**config.mk**
```make
export PLATFORM = sky130hd
export DESIGN_NAME = instr_encoder_flat
export DESIGN_NICKNAME = d
export VERILOG_FILES = /design/src/rtl/instr_encoder_if.sv /design/src/rtl/instr_encoder.sv /design/src/flat_wrapper.sv
export SDC_FILE = /design/constraint.sdc
export NUM_CORES = 1
export LEC_CHECK = 0
export ABC_AREA = 1
export BUFFER_PORTS_ARGS = -buffer_cell sky130_fd_sc_hd__buf_4
export CORE_MARGIN = 3
export CORE_UTILIZATION = 38
export DETAILED_ROUTE_END_ITERATION = 8
export GPL_TIMING_DRIVEN = 0
export PLACE_DENSITY = 0.62
export SLEW_MARGIN = 20
export SYNTH_ARGS = -nofsm -noshare
export SYNTH_HDL_FRONTEND = slang
export SYNTH_SLANG_ARGS = --single-unit
```
**constraint.sdc**
```tcl
create_clock -name clk -period 4.7 [get_ports clk]
set_input_delay 0.47 -clock clk [delete_from_list [all_inputs] [get_ports clk]]
set_output_delay 0.47 -clock clk [all_outputs]
set_load 0.05 [all_outputs]
```
**src/rtl/instr_encoder_if.sv**
```systemverilog
// Descriptor-in / machine-word-out stream bundle for the MIPS instruction encoder.
// The master side produces descriptors and consumes words. The slave side is the encoder.
interface instr_encoder_if;
   logic        in_valid;
   logic        in_ready;
   logic [5:0]  in_code;
   logic [4:0]  in_rs;
   logic [4:0]  in_rt;
   logic [4:0]  in_rd;
   logic [4:0]  in_shamt;
   logic [15:0] in_imm;
   logic [25:0] in_target;
   logic        out_valid;
   logic        out_ready;
   logic [31:0] out_word;
   logic [31:0] out_addr;
   logic [15:0] err_count;

   modport master (
      output in_valid, in_code, in_rs, in_rt, in_rd, in_shamt, in_imm, in_target, out_ready,
      input  in_ready, out_valid, out_word, out_addr, err_count
   );

   modport slave (
      input  in_valid, in_code, in_rs, in_rt, in_rd, in_shamt, in_imm, in_target, out_ready,
      output in_ready, out_valid, out_word, out_addr, err_count
   );
endinterface

```
**src/rtl/instr_encoder.sv**
```systemverilog
// Streaming MIPS assembler: internal instruction code plus fields in, 32-bit word and byte address out.
// Illegal codes are consumed and counted. Legal words queue in a small FIFO with contiguous addresses.
module instr_encoder #(
   parameter logic [31:0] BASE_ADDR = 32'h0000_3000,
   parameter int          DEPTH     = 4
) (
   input  logic           clk,
   input  logic           reset,
   instr_encoder_if.slave bus
);
   localparam int PTR_W = $clog2(DEPTH);
   localparam int CNT_W = $clog2(DEPTH + 1);

   typedef enum logic [5:0] {
      C_ILL = 6'd0, C_ADD, C_ADDU, C_SUB, C_SUBU, C_AND, C_OR, C_XOR, C_NOR, C_SLT, C_SLTU,
      C_SLLV, C_SRLV, C_SRAV, C_SLL, C_SRL, C_SRA, C_MULT, C_MULTU, C_DIV, C_DIVU,
      C_JR, C_JALR, C_MFHI, C_MFLO, C_MTHI, C_MTLO,
      C_ADDI, C_ADDIU, C_SLTI, C_SLTIU, C_ANDI, C_ORI, C_XORI, C_LB, C_LH, C_LW, C_LBU, C_LHU,
      C_SB, C_SH, C_SW, C_BEQ, C_BNE, C_LUI, C_BLEZ, C_BGTZ, C_BLTZ, C_BGEZ, C_J, C_JAL
   } code_t;

   // Field layout classes. Any field not named by the class is forced to zero.
   typedef enum logic [3:0] {
      K_ILL, K_RSTD, K_RTDS, K_RST, K_RS, K_RSD, K_RD, K_ISTI, K_ITI, K_ISI, K_J
   } kind_t;

   typedef struct packed {
      kind_t      kind;
      logic [5:0] op;
      logic [5:0] aux;
   } dec_t;

   dec_t        dec;
   logic        legal;
   logic [31:0] enc_word;

   always_comb begin
      dec = '{K_ILL, 6'h00, 6'h00};
      case (bus.in_code)
         C_ADD:   dec = '{K_RSTD, 6'h00, 6'h20};
         C_ADDU:  dec = '{K_RSTD, 6'h00, 6'h21};
         C_SUB:   dec = '{K_RSTD, 6'h00, 6'h22};
         C_SUBU:  dec = '{K_RSTD, 6'h00, 6'h23};
         C_AND:   dec = '{K_RSTD, 6'h00, 6'h24};
         C_OR:    dec = '{K_RSTD, 6'h00, 6'h25};
         C_XOR:   dec = '{K_RSTD, 6'h00, 6'h26};
         C_NOR:   dec = '{K_RSTD, 6'h00, 6'h27};
         C_SLT:   dec = '{K_RSTD, 6'h00, 6'h2A};
         C_SLTU:  dec = '{K_RSTD, 6'h00, 6'h2B};
         C_SLLV:  dec = '{K_RSTD, 6'h00, 6'h04};
         C_SRLV:  dec = '{K_RSTD, 6'h00, 6'h06};
         C_SRAV:  dec = '{K_RSTD, 6'h00, 6'h07};
         C_SLL:   dec = '{K_RTDS, 6'h00, 6'h00};
         C_SRL:   dec = '{K_RTDS, 6'h00, 6'h02};
         C_SRA:   dec = '{K_RTDS, 6'h00, 6'h03};
         C_MULT:  dec = '{K_RST,  6'h00, 6'h18};
         C_MULTU: dec = '{K_RST,  6'h00, 6'h19};
         C_DIV:   dec = '{K_RST,  6'h00, 6'h1A};
         C_DIVU:  dec = '{K_RST,  6'h00, 6'h1B};
         C_JR:    dec = '{K_RS,   6'h00, 6'h08};
         C_JALR:  dec = '{K_RSD,  6'h00, 6'h09};
         C_MFHI:  dec = '{K_RD,   6'h00, 6'h10};
         C_MFLO:  dec = '{K_RD,   6'h00, 6'h12};
         C_MTHI:  dec = '{K_RS,   6'h00, 6'h11};
         C_MTLO:  dec = '{K_RS,   6'h00, 6'h13};
         C_ADDI:  dec = '{K_ISTI, 6'h08, 6'h00};
         C_ADDIU: dec = '{K_ISTI, 6'h09, 6'h00};
         C_SLTI:  dec = '{K_ISTI, 6'h0A, 6'h00};
         C_SLTIU: dec = '{K_ISTI, 6'h0B, 6'h00};
         C_ANDI:  dec = '{K_ISTI, 6'h0C, 6'h00};
         C_ORI:   dec = '{K_ISTI, 6'h0D, 6'h00};
         C_XORI:  dec = '{K_ISTI, 6'h0E, 6'h00};
         C_LB:    dec = '{K_ISTI, 6'h20, 6'h00};
         C_LH:    dec = '{K_ISTI, 6'h21, 6'h00};
         C_LW:    dec = '{K_ISTI, 6'h23, 6'h00};
         C_LBU:   dec = '{K_ISTI, 6'h24, 6'h00};
         C_LHU:   dec = '{K_ISTI, 6'h25, 6'h00};
         C_SB:    dec = '{K_ISTI, 6'h28, 6'h00};
         C_SH:    dec = '{K_ISTI, 6'h29, 6'h00};
         C_SW:    dec = '{K_ISTI, 6'h2B, 6'h00};
         C_BEQ:   dec = '{K_ISTI, 6'h04, 6'h00};
         C_BNE:   dec = '{K_ISTI, 6'h05, 6'h00};
         C_LUI:   dec = '{K_ITI,  6'h0F, 6'h00};
         C_BLEZ:  dec = '{K_ISI,  6'h06, 6'h00};
         C_BGTZ:  dec = '{K_ISI,  6'h07, 6'h00};
         C_BLTZ:  dec = '{K_ISI,  6'h01, 6'h00};
         C_BGEZ:  dec = '{K_ISI,  6'h01, 6'h01};
         C_J:     dec = '{K_J,    6'h02, 6'h00};
         C_JAL:   dec = '{K_J,    6'h03, 6'h00};
         default: dec = '{K_ILL,  6'h00, 6'h00};
      endcase
   end

   // aux carries funct for R-type and the fixed rt selector for the rs/imm branch forms.
   always_comb begin
      legal    = 1'b1;
      enc_word = 32'h0;
      case (dec.kind)
         K_RSTD:  enc_word = {6'h00, bus.in_rs, bus.in_rt, bus.in_rd, 5'h00, dec.aux};
         K_RTDS:  enc_word = {6'h00, 5'h00, bus.in_rt, bus.in_rd, bus.in_shamt, dec.aux};
         K_RST:   enc_word = {6'h00, bus.in_rs, bus.in_rt, 10'h000, dec.aux};
         K_RS:    enc_word = {6'h00, bus.in_rs, 15'h0000, dec.aux};
         K_RSD:   enc_word = {6'h00, bus.in_rs, 5'h00, bus.in_rd, 5'h00, dec.aux};
         K_RD:    enc_word = {6'h00, 10'h000, bus.in_rd, 5'h00, dec.aux};
         K_ISTI:  enc_word = {dec.op, bus.in_rs, bus.in_rt, bus.in_imm};
         K_ITI:   enc_word = {dec.op, 5'h00, bus.in_rt, bus.in_imm};
         K_ISI:   enc_word = {dec.op, bus.in_rs, dec.aux[4:0], bus.in_imm};
         K_J:     enc_word = {dec.op, bus.in_target};
         default: legal = 1'b0;
      endcase
   end

   logic [31:0]      mem_word [DEPTH];
   logic [31:0]      mem_addr [DEPTH];
   logic [PTR_W-1:0] wr_ptr;
   logic [PTR_W-1:0] rd_ptr;
   logic [CNT_W-1:0] count;
   logic [31:0]      next_addr;
   logic [31:0]      last_word;
   logic [31:0]      last_addr;
   logic [15:0]      err_cnt;
   logic             accept;
   logic             push;
   logic             pop;

   assign bus.in_ready  = (count < CNT_W'(DEPTH));
   assign bus.out_valid = (count != '0);
   assign accept        = bus.in_valid && bus.in_ready;
   assign push          = accept && legal;
   assign pop           = bus.out_valid && bus.out_ready;
   assign bus.out_word  = bus.out_valid ? mem_word[rd_ptr] : last_word;
   assign bus.out_addr  = bus.out_valid ? mem_addr[rd_ptr] : last_addr;
   assign bus.err_count = err_cnt;

   always_ff @(posedge clk) begin
      if (reset) begin
         wr_ptr    <= '0;
         rd_ptr    <= '0;
         count     <= '0;
         next_addr <= BASE_ADDR;
         last_word <= 32'h0;
         last_addr <= BASE_ADDR;
         err_cnt   <= 16'h0;
      end else begin
         if (push) begin
            wr_ptr    <= wr_ptr + 1'b1;
            next_addr <= next_addr + 32'd4;
         end
         if (pop) begin
            rd_ptr    <= rd_ptr + 1'b1;
            last_word <= mem_word[rd_ptr];
            last_addr <= mem_addr[rd_ptr];
         end
         case ({push, pop})
            2'b10:   count <= count + 1'b1;
            2'b01:   count <= count - 1'b1;
            default: count <= count;
         endcase
         if (accept && !legal && err_cnt != 16'hFFFF) err_cnt <= err_cnt + 16'd1;
      end
   end

   // Storage needs no reset: entries are only visible while count says they are valid.
   always_ff @(posedge clk) begin
      if (push && !reset) begin
         mem_word[wr_ptr] <= enc_word;
         mem_addr[wr_ptr] <= next_addr;
      end
   end
endmodule

```
**src/flat_wrapper.sv**
```systemverilog
// flat-port wrapper written by rule: the top's interface ports become plain ports
module instr_encoder_flat 
#(
   parameter logic [31:0] BASE_ADDR = 32'h0000_3000,
   parameter int          DEPTH     = 4
)
  (clk, reset, bus_in_valid, bus_in_code, bus_in_rs, bus_in_rt, bus_in_rd, bus_in_shamt, bus_in_imm, bus_in_target, bus_out_ready, bus_in_ready, bus_out_valid, bus_out_word, bus_out_addr, bus_err_count);
  instr_encoder_if bus_i ();
  input  logic clk;
  input  logic reset;
  input wire logic [$bits(bus_i.in_valid)-1:0] bus_in_valid;
  input wire logic [$bits(bus_i.in_code)-1:0] bus_in_code;
  input wire logic [$bits(bus_i.in_rs)-1:0] bus_in_rs;
  input wire logic [$bits(bus_i.in_rt)-1:0] bus_in_rt;
  input wire logic [$bits(bus_i.in_rd)-1:0] bus_in_rd;
  input wire logic [$bits(bus_i.in_shamt)-1:0] bus_in_shamt;
  input wire logic [$bits(bus_i.in_imm)-1:0] bus_in_imm;
  input wire logic [$bits(bus_i.in_target)-1:0] bus_in_target;
  input wire logic [$bits(bus_i.out_ready)-1:0] bus_out_ready;
  output wire logic [$bits(bus_i.in_ready)-1:0] bus_in_ready;
  output wire logic [$bits(bus_i.out_valid)-1:0] bus_out_valid;
  output wire logic [$bits(bus_i.out_word)-1:0] bus_out_word;
  output wire logic [$bits(bus_i.out_addr)-1:0] bus_out_addr;
  output wire logic [$bits(bus_i.err_count)-1:0] bus_err_count;
  assign bus_i.in_valid = bus_in_valid;
  assign bus_i.in_code = bus_in_code;
  assign bus_i.in_rs = bus_in_rs;
  assign bus_i.in_rt = bus_in_rt;
  assign bus_i.in_rd = bus_in_rd;
  assign bus_i.in_shamt = bus_in_shamt;
  assign bus_i.in_imm = bus_in_imm;
  assign bus_i.in_target = bus_in_target;
  assign bus_i.out_ready = bus_out_ready;
  assign bus_in_ready = bus_i.in_ready;
  assign bus_out_valid = bus_i.out_valid;
  assign bus_out_word = bus_i.out_word;
  assign bus_out_addr = bus_i.out_addr;
  assign bus_err_count = bus_i.err_count;
  instr_encoder #(.BASE_ADDR(BASE_ADDR), .DEPTH(DEPTH)) u_core (.clk(clk), .reset(reset), .bus(bus_i));
endmodule
```
After elaboration in Yosys (flattened, before gate mapping)

Memory sizes are Yosys's and may differ from the RTL's. A register that Yosys moved wholly into a read port is not among the register bits.
Cells that the tools add are included.

Register bits: 119
Bits in writable memories: 256
ROM bits: 960
Output and inout port bits: 82
Logic and storage cells: 52
Memories: 3

Memory list:

| memory           | depth | bits a word | rd ports | clocked after memory_dff | wr ports | line                 | RTL |
|---|---|---|---|---|---|---|---|
| (name not given) | 64    | 15          | 1        | 0                        | 0        | instr_encoder.sv:39  | `case (bus.in_code)` |
| u_core.mem_addr  | 4     | 32          | 1        | 1                        | 1        | instr_encoder.sv:114 | `logic [31:0] mem_addr [DEPTH];` |
| u_core.mem_word  | 4     | 32          | 1        | 1                        | 1        | instr_encoder.sv:113 | `logic [31:0] mem_word [DEPTH];` |

$add $sub $neg: 6
Magnitude comparators: 1
Equality and inequality tests: 13
Mux-type cells: 11
Reduce and logical (&&, ||, !) cells: 11

Operators by type and width:

| cell                    | number |
|---|---|
| $pmux W32 S10           | 1 |
| $mux W32                | 2 |
| $add A32 B3 Y32 const B | 1 |
| $add A16 B1 Y16 const B | 1 |
| $eq A4 B3 Y1 const B    | 4 |
| $ne A16 B16 Y1 const B  | 1 |
| $eq A4 B4 Y1 const B    | 3 |
| $reduce_or A10 Y1       | 1 |
| $eq A4 B2 Y1 const B    | 2 |
| $mux W2                 | 4 |
| $logic_and A1 B1 Y1     | 6 |
| $pmux W3 S2             | 1 |
| $add A2 B1 Y2 const B   | 2 |
| $eq A4 B1 Y1 const B    | 1 |
| $add A3 B1 Y3 const B   | 1 |
| $lt A3 B3 Y1 const B    | 1 |
| $mux W1                 | 3 |
| $reduce_bool A3 Y1      | 1 |
| $sub A3 B1 Y3 const B   | 1 |
| $eq A2 B1 Y1 const B    | 1 |
| $eq A2 B2 Y1 const B    | 1 |
| $logic_not A1 Y1        | 2 |
| $reduce_bool A2 Y1      | 1 |

Longest topological paths before layout

Gate-level depths: netlist of run 1.
An unclocked memory read counts as a cell.

Depth in word-level cells: 8
Mapped depth: 20
Gate-level depth less buffers: 19

Worst setup path after synthesis of run 1

Ideal clock, no wire load.

Path type: input-to-reg
Start point: input port bus_in_code[0]
End point: memory u_core.mem_addr[0][10] (enable)
Library setup time: 480 ps
Arrival time: 4273 ps
Required time: 4220 ps
Setup slack: -53 ps
Stages on the path: 12
Path buffers: 0
Cells stage by stage: inv_1 > ha_1 > nand2_1 > nand2_1 > nand3_1 > nand2_1 > nand3_1 > nand3_2 > nand2_4 > inv_4 > nand3_1 > nor2_1

Longest elaborated chain between the ends: 8
Elaborated cells on any way between the ends: 17
Those cells by class: 10 x eq/ne; 3 x mux; 3 x reduce/logical; 1 x memory

RTL lines:

| element                                    | line                 | RTL |
|---|---|---|
| from (decl)                                | flat_wrapper.sv:12   | `input wire logic [$bits(bus_i.in_code)-1:0] bus_in_code;` |
| $mem_v2 Z64 W15 *                          | n/a                  |  |
| $eq A4 B1 Y1, or another cell as far along | instr_encoder.sv:98  | `case (dec.kind)` |
| $reduce_or A10 Y1 (no source line) *       | n/a                  |  |
| $mux W1 *                                  | instr_encoder.sv:98  |  |
| $logic_and A1 B1 Y1 *                      | instr_encoder.sv:129 | `assign push = accept && legal;` |
| $logic_and A1 B1 Y1 *                      | instr_encoder.sv:165 | `if (push && !reset) begin` |
| $mux W1 *                                  | instr_encoder.sv:165 |  |
| $mux W1 (implied by the code) *            | instr_encoder.sv:167 | `mem_addr[wr_ptr] <= next_addr;` |
| to (decl)                                  | instr_encoder.sv:114 |  |

Mark *: on every way between the ends. The rest lies on a longest branch, timed or not.

Final worst setup path of run 1

Start point: register u_core.count[2]
End point: output port bus_out_addr[13]

Longest elaborated chain between the ends: 2

RTL lines:

| element                | line                 | RTL |
|---|---|---|
| from (decl)            | instr_encoder.sv:117 | `logic [CNT_W-1:0] count;` |
| from (signal assigned) | instr_encoder.sv:155 | `2'b10: count <= count + 1'b1;` |
| from (signal assigned) | instr_encoder.sv:156 | `2'b01: count <= count - 1'b1;` |
| from (signal assigned) | instr_encoder.sv:157 | `default: count <= count;` |
| $reduce_bool A3 Y1     | instr_encoder.sv:127 | `assign bus.out_valid = (count != '0);` |
| $mux W32               | instr_encoder.sv:132 | `assign bus.out_addr = bus.out_valid ? mem_addr[rd_ptr] : last_addr;` |
| to (decl)              | flat_wrapper.sv:23   | `output wire logic [$bits(bus_i.out_addr)-1:0] bus_out_addr;` |

Every way passes these cells.

==> run_results.csv, run 1 <==
group,metric,value,unit
yosys,yosysTopAreaCell,"edfxtp_1",
yosys,yosysSeqAreaShare,60.0,%
worst_setup_path,critPathKind,"register to output port",
floorplanning,dieWidth,212,um
route,routed_wl,46000,um
cts,cts_buffer_depth,3,
placement,io_buffers,150,
yosys,yosys.area_share.simple,16.0,%
route,wl_per_cell,18.5,um
worst_setup_path,worstSetupPathDepth,6,
sta,finalSetupViolations,0,
worst_setup_path,rr_worst_depth,13,
worst_setup_path,max_stage_delay,0.74,ns
sta,fmax,0.267,GHz
sta,slew_headroom,34.1,%
yosys,synth.avg_cell_area,9.39,sq um
yosys,synth_top_family_by_area,"simple AND/OR/NAND/NOR gates",
power,swShare,44.4,%
global_routing,grtUsageTotal,20.2,%
cells_and_area,final_common_cell,"nand2_1",
sta,min_period_over_period,79.8,%
global_routing,grt_pass1_wl,71300,um
sta,hold_violations,0,
cts,cts_setup_buffers,0,
route,ant_nets,0,
cts,ctsResizeCount,0,
worst_setup_path,r2r_slack,1.12,ns
power,combPwrFrac,44.2,%
route,dr.pass1.iters,7,
route,vias,13100,
worst_setup_path,crit_path_max_fanout,10,
worst_setup_path,cp_top_family,"buffers and inverters",
worst_setup_path,critPathArrivalTime,3.28,ns
power,power_density,627,mW/mm^2
sta,grt_setup_unrepaired,"no",
yosys,synthArstFlopShare,0,%
yosys,synth_mux_area_share,0,%
worst_setup_path,start_kind,"register",
worst_setup_path,critPathRequiredTime,4.23,ns
cells_and_area,fillCellCount,3872,
yosys,synth_edf_count,244,
power,p_leak,7.39,nW
yosys,postSynthRegisterBits,360,
job,cap_violations,0,
cells_and_area,finish.instance_area,0.0194,sq mm
power,p_switching,5.42,mW
sta,period_minus_slack,3.75,ns
floorplanning,initial_core_util,38.9,%
global_routing,antenna_found_initial,1,
worst_setup_path,cp_common_cell,"clkbuf_1",
placement,hpwlAfterDp,32400,um
floorplanning,io_pins,154,
worst_setup_path,path_buf_inv,3,
yosys,netlist_instances,1711,
worst_setup_path,r2r-start,"u_core.count[2]$_SDFFE_PP0P_",
floorplanning,die_h,212,um
placement,globalplace.congestion,0.923,
worst_setup_path,cpMaxStageDelayCell,"nor3_2",
global_routing,grt_pass1_vias,12700,
yosys,yosys_most_used_dff,"edfxtp_1",
power,pwr-share-seq,32.0,%
cts,clock-sinks,360,
cts,path_clk_slew,0.06,ns
cts,ctsRootBufferMaster,"clkbuf_16",
cts,clk_latency,0.54,ns
worst_setup_path,worstPathCellList,"nor3_2, clkbuf_1, clkbuf_1, nand2_1, o21ai_0, buf_4",
sta,worst_slack,0.950,ns
yosys,yosysWarnings,0,
yosys,synth_top_area_share,45.6,%
worst_setup_path,cp-startpoint,"u_core.count[2]$_SDFFE_PP0P_",
yosys,synth_adder_area_share,1.14,%
global_routing,grt_max_degree,22,
power,p_int,6.78,mW
yosys,synth_xor_area_share,2.18,%
placement,placed_area,0.0182,sq mm
cells_and_area,mostFrequentLayoutCells,"nand2_1 (290), o21ai_0 (256), edfxtp_1 (244)",
cells_and_area,drive_gt1_share,13.4,%
yosys,synth_compound_area_share,14.9,%
floorplanning,num_rows,74,
global_routing,grt.overflow.total,0,
worst_setup_path,cp-endpoint,"bus_out_addr[13]",
floorplanning,die_area,0.0448,sq mm
cts,h-tree-depth,2,
cts,cts_buffers,39,
cells_and_area,final_util,47.1,%
outcome,status,"finished, final reports clean",
power,ir_drop,486,uV
route,routed_via_density,5.28,
route,first_iter_violations,992,
cells_and_area,nNetsFinal,2003,
sta,clock_skew,0.0255,ns
yosys,synth_area_leaders,"edfxtp_1 (46%), dfxtp_1 (14%), o21ai_0 (8.0%), nand2_1 (6.8%), nor2_1 (4.4%)",
route,drcViolationCount,0,
yosys,netlist_area,0.0161,sq mm
placement,place_ws,0.760,ns
worst_hold_path,hold_depth,3,
cells_and_area,syn2layout_area_growth,21.0,%
sta,slew_violations,0,
worst_setup_path,cp-end-kind,"output port",
worst_setup_path,reg2reg_to,"u_core.count[2]$_SDFFE_PP0P_",
yosys,ys_types,42,
cts,tritoncts,"done",
cts,cts-hold-fix-buffers,0,
floorplanning,core,0.0413,sq mm
power,clkPwrFrac,23.9,%
worst_hold_path,min_path_type,"primary input to register",
sta,worst_pin_slew,0.980,ns
[layer usage]
| metal | share of wire [%] | wire length, um | global-route usage, % |
|---|---|---|---|
| met3 | 6.4 | 2920 | 2.93 |
| met2 | 48 | 22100 | 33.8 |
| met5 | 0 | 0 | 0 |
| met4 | 1.9 | 868 | 5.08 |
| met1 | 44 | 20100 | 27.8 |
[sequential cells by signal, summed over array words and instances (netlist names), named ones only]
signal	flops
u_core.bus.err_count	16
u_core.count	3
u_core.last_addr	30
u_core.last_word	31
u_core.mem_addr	120
u_core.mem_word	124
u_core.next_addr	30
u_core.rd_ptr	2
u_core.wr_ptr	2
[cells in the mapped netlist (3+ instances only)]
cell type,count
o21ai_0,256
nor3_1,19
inv_2,4
nand4_1,23
clkbuf_1,84
nand3_1,74
buf_6,4
edfxtp_1,244
o22ai_1,59
a21oi_1,124
inv_1,120
ha_1,13
buf_2,6
dfxtp_1,116
nand2_2,3
nand2_1,290
o211ai_1,4
nor2_1,189
nand3_2,4
xnor2_1,10
xor2_1,30
buf_4,7
clkinv_1,3
[cell type report]
type,instances,area (sq um),area share [%]
Clock buffer,62,1150,5.93
Inverter,128,483,2.48
Multi-Input combinational cell,1124,5530,28.4
Antenna cell,1,2.50,0.0129
Sequential cell,360,9650,49.6
Clock inverter,10,65.1,0.335
Tap cell,532,666,3.42
Timing Repair Buffer,163,1450,7.48
Buffer,101,443,2.28
[worst min path at each step]
stage,to,slack (ns),from
after floorplan,register,0.44,u_core.rd_ptr[1]$_SDFFE_PP0P_
after detailed placement,u_core.last_addr[12]$_SDFFE_PP1P_,0.46,u_core.last_addr[12]$_SDFFE_PP1P_
after CTS,u_core.mem_word[0][21]$_DFFE_PP_,0.29,bus_in_rs[0]
final,u_core.mem_word[0][18]$_DFFE_PP_,0.31,bus_in_rt[2]
after global placement,u_core.last_addr[13]$_SDFFE_PP1P_,0.45,u_core.last_addr[13]$_SDFFE_PP1P_
after global routing,u_core.mem_word[3][21]$_DFFE_PP_,0.30,bus_in_rs[0]
[power by group through the flow]
stage	combinational, mW	clock, mW	sequential, mW
after floorplan	3.52	0	3.92
after global placement	5.33	0	3.97
after detailed placement	5.41	0	3.96
after CTS	5.43	2.96	3.90
after global routing	5.75	3.09	3.93
final	5.39	2.91	3.90
[worst register-to-register path: stages, from the launching register on]
cell      delay [ns]
dfxtp_1         0.33
nor3_2          0.74
inv_1           0.15
nand2_1         0.26
inv_1           0.24
clkbuf_1        0.34
clkbuf_1        0.38
ha_1            0.31
inv_1           0.11
fa_1            0.22
a21oi_1         0.07
o21ai_0         0.10
o21ai_0         0.11
a21oi_1         0.15
[cells by family after synthesis]
group           count (synthesis)
other cells                     1
xor+xnor                       40
simple gates                  613
fa+ha+maj                      14
buf+inv                       229
compound gates                454
flops                         360
[metrics by stage]
stage | power (mW) | std cells | TNS (ns) | hold slack, ns
after global routing | 12.8 | 2480 | 0 | 0.303
after detailed placement | 9.37 | 2408 | 0 | 0.463
final | 12.2 | 2481 | 0 | 0.311
after floorplan | 7.44 | 1713 | -12.92 | 0.436
after CTS | 12.3 | 2480 | 0 | 0.285
after global placement | 9.30 | 2395 | -687.03 | 0.454
Note: power is estimated with default switching activity, not from simulation.
==> inputs of run 2 (changes only) <==
- PLACE_DENSITY: 0.62 -> 0.6
- clock period: 4.7 -> 3.7 ns (I/O delays scaled with it)
==> run 2 against run 1 <==
  * Hold slack got worse by 0.13 ns
  * Register-to-register slack got worse by 0.78 ns
  * Sequential power increased by 27%
  * Combinational power increased by 27%
  * Largest cell class unchanged
  * Power increased by 28%
  * Design area increased by 0.44%
  * Clock power increased by 32%
  * Via count decreased by 0.44%
  * Clock skew decreased by 0.0094 ns
  * Die area unchanged
==> run_results.csv, run 2 (synthesis gave the netlist of run 1 again) <==
group,metric,value,unit
placement,io_buffers,150,
worst_setup_path,start_kind,"register",
cells_and_area,antenna_cells,0,
global_routing,grt_pass1_wl,70600,um
sta,hold_violations,0,
sta,worst_pin_slew,1.03,ns
floorplanning,num_rows,74,
worst_setup_path,r2r-start,"u_core.count[2]$_SDFFE_PP0P_",
sta,period_minus_slack,3.57,ns
worst_setup_path,reg2reg_to,"u_core.count[2]$_SDFFE_PP0P_",
outcome,status,"finished, final reports clean",
sta,grt_setup_unrepaired,"no",
worst_setup_path,cp-endpoint,"bus_out_addr[12]",
placement,placed_area,0.0183,sq mm
power,power_density,800,mW/mm^2
route,routed_wl,45700,um
sta,slew_headroom,30.6,%
sta,worst_slack,0.128,ns
worst_setup_path,rr_worst_depth,13,
cts,tritoncts,"done",
power,ir_drop,553,uV
cells_and_area,final_common_cell,"nand2_1",
cells_and_area,regMostFlops,"u_core.mem_word",
floorplanning,core,0.0413,sq mm
sta,min_period_over_period,96.5,%
cts,cts_setup_buffers,0,
cells_and_area,mostFrequentLayoutCells,"nand2_1 (290), o21ai_0 (256), edfxtp_1 (244)",
cts,clock-sinks,360,
cells_and_area,finish.instance_area,0.0195,sq mm
worst_setup_path,cp-end-kind,"output port",
sta,fmax,0.280,GHz
sta,clock_skew,0.0162,ns
global_routing,grt_pass1_vias,12600,
job,cap_violations,0,
worst_hold_path,min_path_type,"primary input to register",
global_routing,grtUsageTotal,20.1,%
cts,h-tree-depth,2,
worst_setup_path,critPathKind,"register to output port",
sta,setup_tns,0,ns
worst_hold_path,hold_depth,3,
cells_and_area,fillCellCount,3902,
worst_setup_path,crit_path_max_fanout,10,
cts,clk_latency,0.54,ns
route,dr.pass1.iters,6,
worst_setup_path,cpMaxStageDelayCell,"nor3_2",
worst_setup_path,worstPathCellList,"nor3_2, clkbuf_1, clkbuf_1, nand2_1, o21ai_0, buf_4",
route,first_iter_violations,1155,
floorplanning,io_pins,154,
route,wl_per_cell,18.4,um
placement,hpwlAfterDp,32500,um
cells_and_area,top_regs,"u_core.mem_word x124, u_core.mem_addr x120, u_core.last_word x31",
route,drcViolationCount,0,
placement,place_ws,0.0526,ns
global_routing,antenna_found_initial,0,
route,vias,13000,
worst_setup_path,cp-startpoint,"u_core.count[2]$_SDFFE_PP0P_",
floorplanning,initial_core_util,38.9,%
cells_and_area,multiInputGateArea,0.00553,sq mm
cells_and_area,nNetsFinal,2004,
sta,hold_ws,0.186,ns
cts,cts_buffer_depth,3,
floorplanning,die_area,0.0448,sq mm
sta,finalSetupViolations,0,
worst_setup_path,cp_common_cell,"clkbuf_1",
global_routing,grt.overflow.total,0,
placement,globalplace.congestion,0.930,
floorplanning,die_h,212,um
cells_and_area,regArea,0.00965,sq mm
route,ant_nets,0,
worst_setup_path,critPathRequiredTime,3.33,ns
cts,cts_buffers,40,
cells_and_area,syn2layout_area_growth,21.6,%
cells_and_area,drive_gt1_share,13.8,%
worst_setup_path,critPathArrivalTime,3.20,ns
sta,slew_violations,0,
cts,path_clk_slew,0.06,ns
route,routed_via_density,5.26,
worst_setup_path,max_stage_delay,0.65,ns
cells_and_area,largest_reg_flops,124,
power,p_leak,7.44,nW
cts,ctsRootBufferMaster,"clkbuf_16",
worst_setup_path,r2r_slack,0.34,ns
floorplanning,dieWidth,212,um
global_routing,grt_max_degree,22,
## run 2: where the power goes
group | total (mW) | switching, mW | leakage [nW] | internal, mW
clock | 3.83 | 1.57 | 0.631 | 2.26
sequential | 4.96 | 0.205 | 3.29 | 4.75
combinational | 6.85 | 5.12 | 3.52 | 1.72
total | 15.6 | 6.90 | 7.44 | 8.73
## run 2: cell type report
| cell class | instances | area share, % |
|---|---|---|
| flip-flops and latches | 360 | 49.4 |
| multi-input cells | 1124 | 28.3 |
| repair buffers | 164 | 7.62 |
| clock buffers | 59 | 5.98 |
| well taps | 532 | 3.41 |
| inverters | 128 | 2.49 |
| plain buffers | 100 | 2.26 |
| clock inverters | 15 | 0.525 |
## run 2: critical path: cells and delay by family (launching register included)
kind / cells / cell delay [ns]
AO/OA/AOI/OAI: 1 / 0.19
flip-flops: 1 / 0.33
buffers and inverters: 3 / 1.41
AND/OR/NAND/NOR: 2 / 0.74
## run 2: worst min path at each step
stage | from | end | slack, ns
2_1_floorplan | u_core.rd_ptr[1]$_SDFFE_PP0P_ | register | 0.44
3_3_place_gp | u_core.rd_ptr[1]$_SDFFE_PP0P_ | register | 0.45
3_5_place_dp | u_core.rd_ptr[0]$_SDFFE_PP0P_ | register | 0.46
4_1_cts | bus_in_rt[1] | u_core.mem_word[2][17]$_DFFE_PP_ | 0.18
5_1_grt | bus_in_rs[0] | u_core.mem_word[0][21]$_DFFE_PP_ | 0.21
6_report | bus_in_rt[1] | u_core.mem_word[2][17]$_DFFE_PP_ | 0.19
## run 2: per-stage QoR
stage | power (mW) | cells | utilization (%)
6_report | 15.6 | 2482 | 47.3
3_3_place_gp | 11.8 | 2395 | 43.3
5_1_grt | 16.4 | 2482 | 47.3
2_1_floorplan | 9.46 | 1713 | -
4_1_cts | 15.7 | 2482 | 47.3
3_5_place_dp | 11.9 | 2409 | 44.2
## run 2: timing repair
action	CTS	global route
endpoints found under the setup margin	4	8
endpoints found under the hold margin	0	0
hold buffers	0	0
gates resized for setup	0	5
pin swaps	0	0
## run 2: per-layer routing
layer | share of wire (%) | global-route usage [%]
met2 | 47 | 33.5
met4 | 1.6 | 4.48
met1 | 45 | 27.5
met5 | 0 | 0
met3 | 5.8 | 3.57
==> inputs of run 3 (changes only) <==
- BUFFER_PORTS_ARGS: -buffer_cell sky130_fd_sc_hd__buf_4 -> -buffer_cell sky130_fd_sc_hd__clkbuf_2
==> run 3 against run 2 <==
  * Worst setup slack worse by 0.021 ns
  * Register-to-register slack worse by 0.04 ns
  * Core utilization down 1.1 points
  * Hold slack better by 0.0047 ns
  * Flip-flop and latch count unchanged
  * Critical path depth up 1
  * Sequential power about the same
  * Design area down 2.4%
  * Non-clock buffer count down 2
  * Sequential share of layout area up 1.2 points
  * Routed wire length down 1.1%
  * Clock skew up 0.0090 ns
  * Critical endpoint is now bus_out_word[2]
==> run_results.csv, run 3 (synthesis gave the netlist of run 1 again) <==
group,metric,value,unit
global_routing,grt_pass1_vias,12500,
power,p_leak,7.29,nW
sta,min_period_over_period,97.1,%
cells_and_area,regArea,0.00965,sq mm
route,ant_nets,0,
cts,cts-hold-fix-buffers,0,
power,p_switching,6.88,mW
worst_setup_path,cp-end-kind,"output port",
power,combPwrFrac,42.3,%
cts,cts_buffers,39,
worst_hold_path,hold_depth,3,
worst_setup_path,r2r_slack,0.30,ns
cells_and_area,drive_gt1_share,13.6,%
route,vias,13000,
cells_and_area,final_common_cell,"nand2_1",
worst_setup_path,r2r-start,"u_core.count[2]$_SDFFE_PP0P_",
power,power_density,796,mW/mm^2
cells_and_area,multiInputGateArea,0.00554,sq mm
placement,place_ws,-0.0290,ns
worst_setup_path,start_kind,"register",
sta,worst_slack,0.107,ns
job,cap_violations,0,
sta,slew_violations,0,
power,ir_drop,564,uV
floorplanning,die_h,212,um
power,clkPwrFrac,25.0,%
sta,hold_ws,0.190,ns
placement,hpwlAfterDp,32100,um
sta,clock_skew,0.0251,ns
global_routing,antenna_found_initial,0,
cts,clk_latency,0.54,ns
worst_setup_path,critPathRequiredTime,3.33,ns
power,pwr-share-seq,32.7,%
cts,ctsRootBufferMaster,"clkbuf_16",
cells_and_area,syn2layout_area_growth,18.6,%
placement,globalplace.congestion,0.931,
route,dr.pass1.iters,5,
floorplanning,initial_core_util,38.9,%
power,power,15.2,mW
route,routed_wl,45200,um
sta,period_minus_slack,3.59,ns
route,drcViolationCount,0,
worst_setup_path,critPathKind,"register to output port",
worst_hold_path,min_path_type,"primary input to register",
floorplanning,core,0.0413,sq mm
cts,cts_buffer_depth,3,
cells_and_area,top_regs,"u_core.mem_word x124, u_core.mem_addr x120, u_core.last_word x31",
sta,finalSetupViolations,0,
global_routing,grtUsageTotal,19.9,%
cells_and_area,mostFrequentLayoutCells,"nand2_1 (290), o21ai_0 (256), edfxtp_1 (244)",
cts,clock-sinks,360,
route,wl_per_cell,18.3,um
cells_and_area,largest_reg_flops,124,
worst_setup_path,crit_path_max_fanout,10,
global_routing,grt_max_degree,23,
cts,cts_setup_buffers,0,
worst_setup_path,critPathArrivalTime,3.22,ns
power,swShare,45.3,%
outcome,status,"finished, final reports clean",
cells_and_area,nNetsFinal,2001,
sta,worst_pin_slew,0.882,ns
sta,slew_headroom,40.7,%
sta,grt_setup_unrepaired,"no",
power,p_int,8.29,mW
cells_and_area,antenna_cells,0,
cells_and_area,fillCellCount,3921,
cts,h-tree-depth,2,
route,routed_via_density,5.26,
route,first_iter_violations,1061,
worst_setup_path,rr_worst_depth,13,
placement,io_buffers,150,
global_routing,grt.overflow.total,0,
cells_and_area,regMostFlops,"u_core.mem_word",
sta,hold_violations,0,
floorplanning,die_area,0.0448,sq mm
sta,fmax,0.278,GHz
cts,path_clk_slew,0.07,ns
global_routing,grt_pass1_wl,70400,um
floorplanning,num_rows,74,
worst_setup_path,cp-endpoint,"bus_out_word[2]",
floorplanning,io_pins,154,
cts,tritoncts,"done",
worst_setup_path,reg2reg_to,"u_core.count[2]$_SDFFE_PP0P_",
floorplanning,dieWidth,212,um
[run 3: cell count changes in the layout (fill, tap and decap cells not counted), moves of 2 or more]
cell | previous run | this run
clkbuf_2 | 2 | 153
clkbuf_1 | 91 | 89
clkbuf_8 | 7 | 2
clkinv_4 | 0 | 2
buf_8 | 0 | 2
buf_4 | 157 | 7
buf_16 | 11 | 6
[run 3: power by group through the flow]
stage / combinational, mW / sequential, mW / clock, mW
6_report: 6.41 / 4.96 / 3.79
3_3_place_gp: 6.34 / 5.04 / 0
4_1_cts: 6.45 / 4.95 / 3.86
2_1_floorplan: 4.47 / 4.99 / 0
5_1_grt: 6.91 / 5.00 / 4.03
3_5_place_dp: 6.44 / 5.03 / 0
[run 3: how the worst min path moves through the flow]
stage	endpoint	startpoint
floorplan	register	u_core.rd_ptr[1]$_SDFFE_PP0P_
global placement	register	u_core.rd_ptr[1]$_SDFFE_PP0P_
detailed placement	u_core.rd_ptr[1]$_SDFFE_PP0P_	u_core.rd_ptr[1]$_SDFFE_PP0P_
CTS	u_core.mem_word[0][17]$_DFFE_PP_	bus_in_rt[1]
global route	u_core.mem_word[2][11]$_DFFE_PP_	bus_in_rd[0]
finish	u_core.mem_word[0][17]$_DFFE_PP_	bus_in_rt[1]
[run 3: layout make-up]
class                           count  area share (%)
Multi-Input combinational cell   1124            29.1
Clock buffer                       52            5.70
Timing Repair Buffer              162            5.38
Inverter                          128            2.55
Clock inverter                     19           0.860
Buffer                            100            2.32
Sequential cell                   360            50.6
Tap cell                          532            3.49
[run 3: per-layer routing]
layer	up-vias	part of all wire (%)	global-route usage [%]	wire (um)
met1	6294	46	27.7	20600
met4	0	1.8	4.78	796
li1	6326	-	-	-
met5	-	0	0	0
met2	359	46	32.6	21000
met3	50	6.2	3.72	2810
[run 3: through the flow]
| step | utilization (%) | instance area [sq um] | setup TNS (ns) | instances |
|---|---|---|---|---|
| 2_1_floorplan | - | 16100 | -232.52 | 1713 |
| 3_3_place_gp | 42.4 | 17500 | -913.24 | 2395 |
| 3_5_place_dp | 43.1 | 17800 | -0.589 | 2407 |
| 4_1_cts | 46.1 | 19100 | 0 | 2477 |
| 5_1_grt | 46.2 | 19100 | 0 | 2477 |
| 6_report | 46.2 | 19100 | 0 | 2477 |
[run 3: what timing repair did]
item / in CTS / in global routing
pin swaps: 0 / 0
endpoints found under the setup margin: 7 / 3
resized for setup: 2 / 5
[run 3: worst max-delay path: stages, from the launching register on]
cell      delay [ns]
dfxtp_1         0.58
clkbuf_2        0.38
clkbuf_2        0.32
nor2_1          0.08
o22ai_1         0.25
inv_1           0.10
o21ai_0         0.57
clkbuf_2        0.40
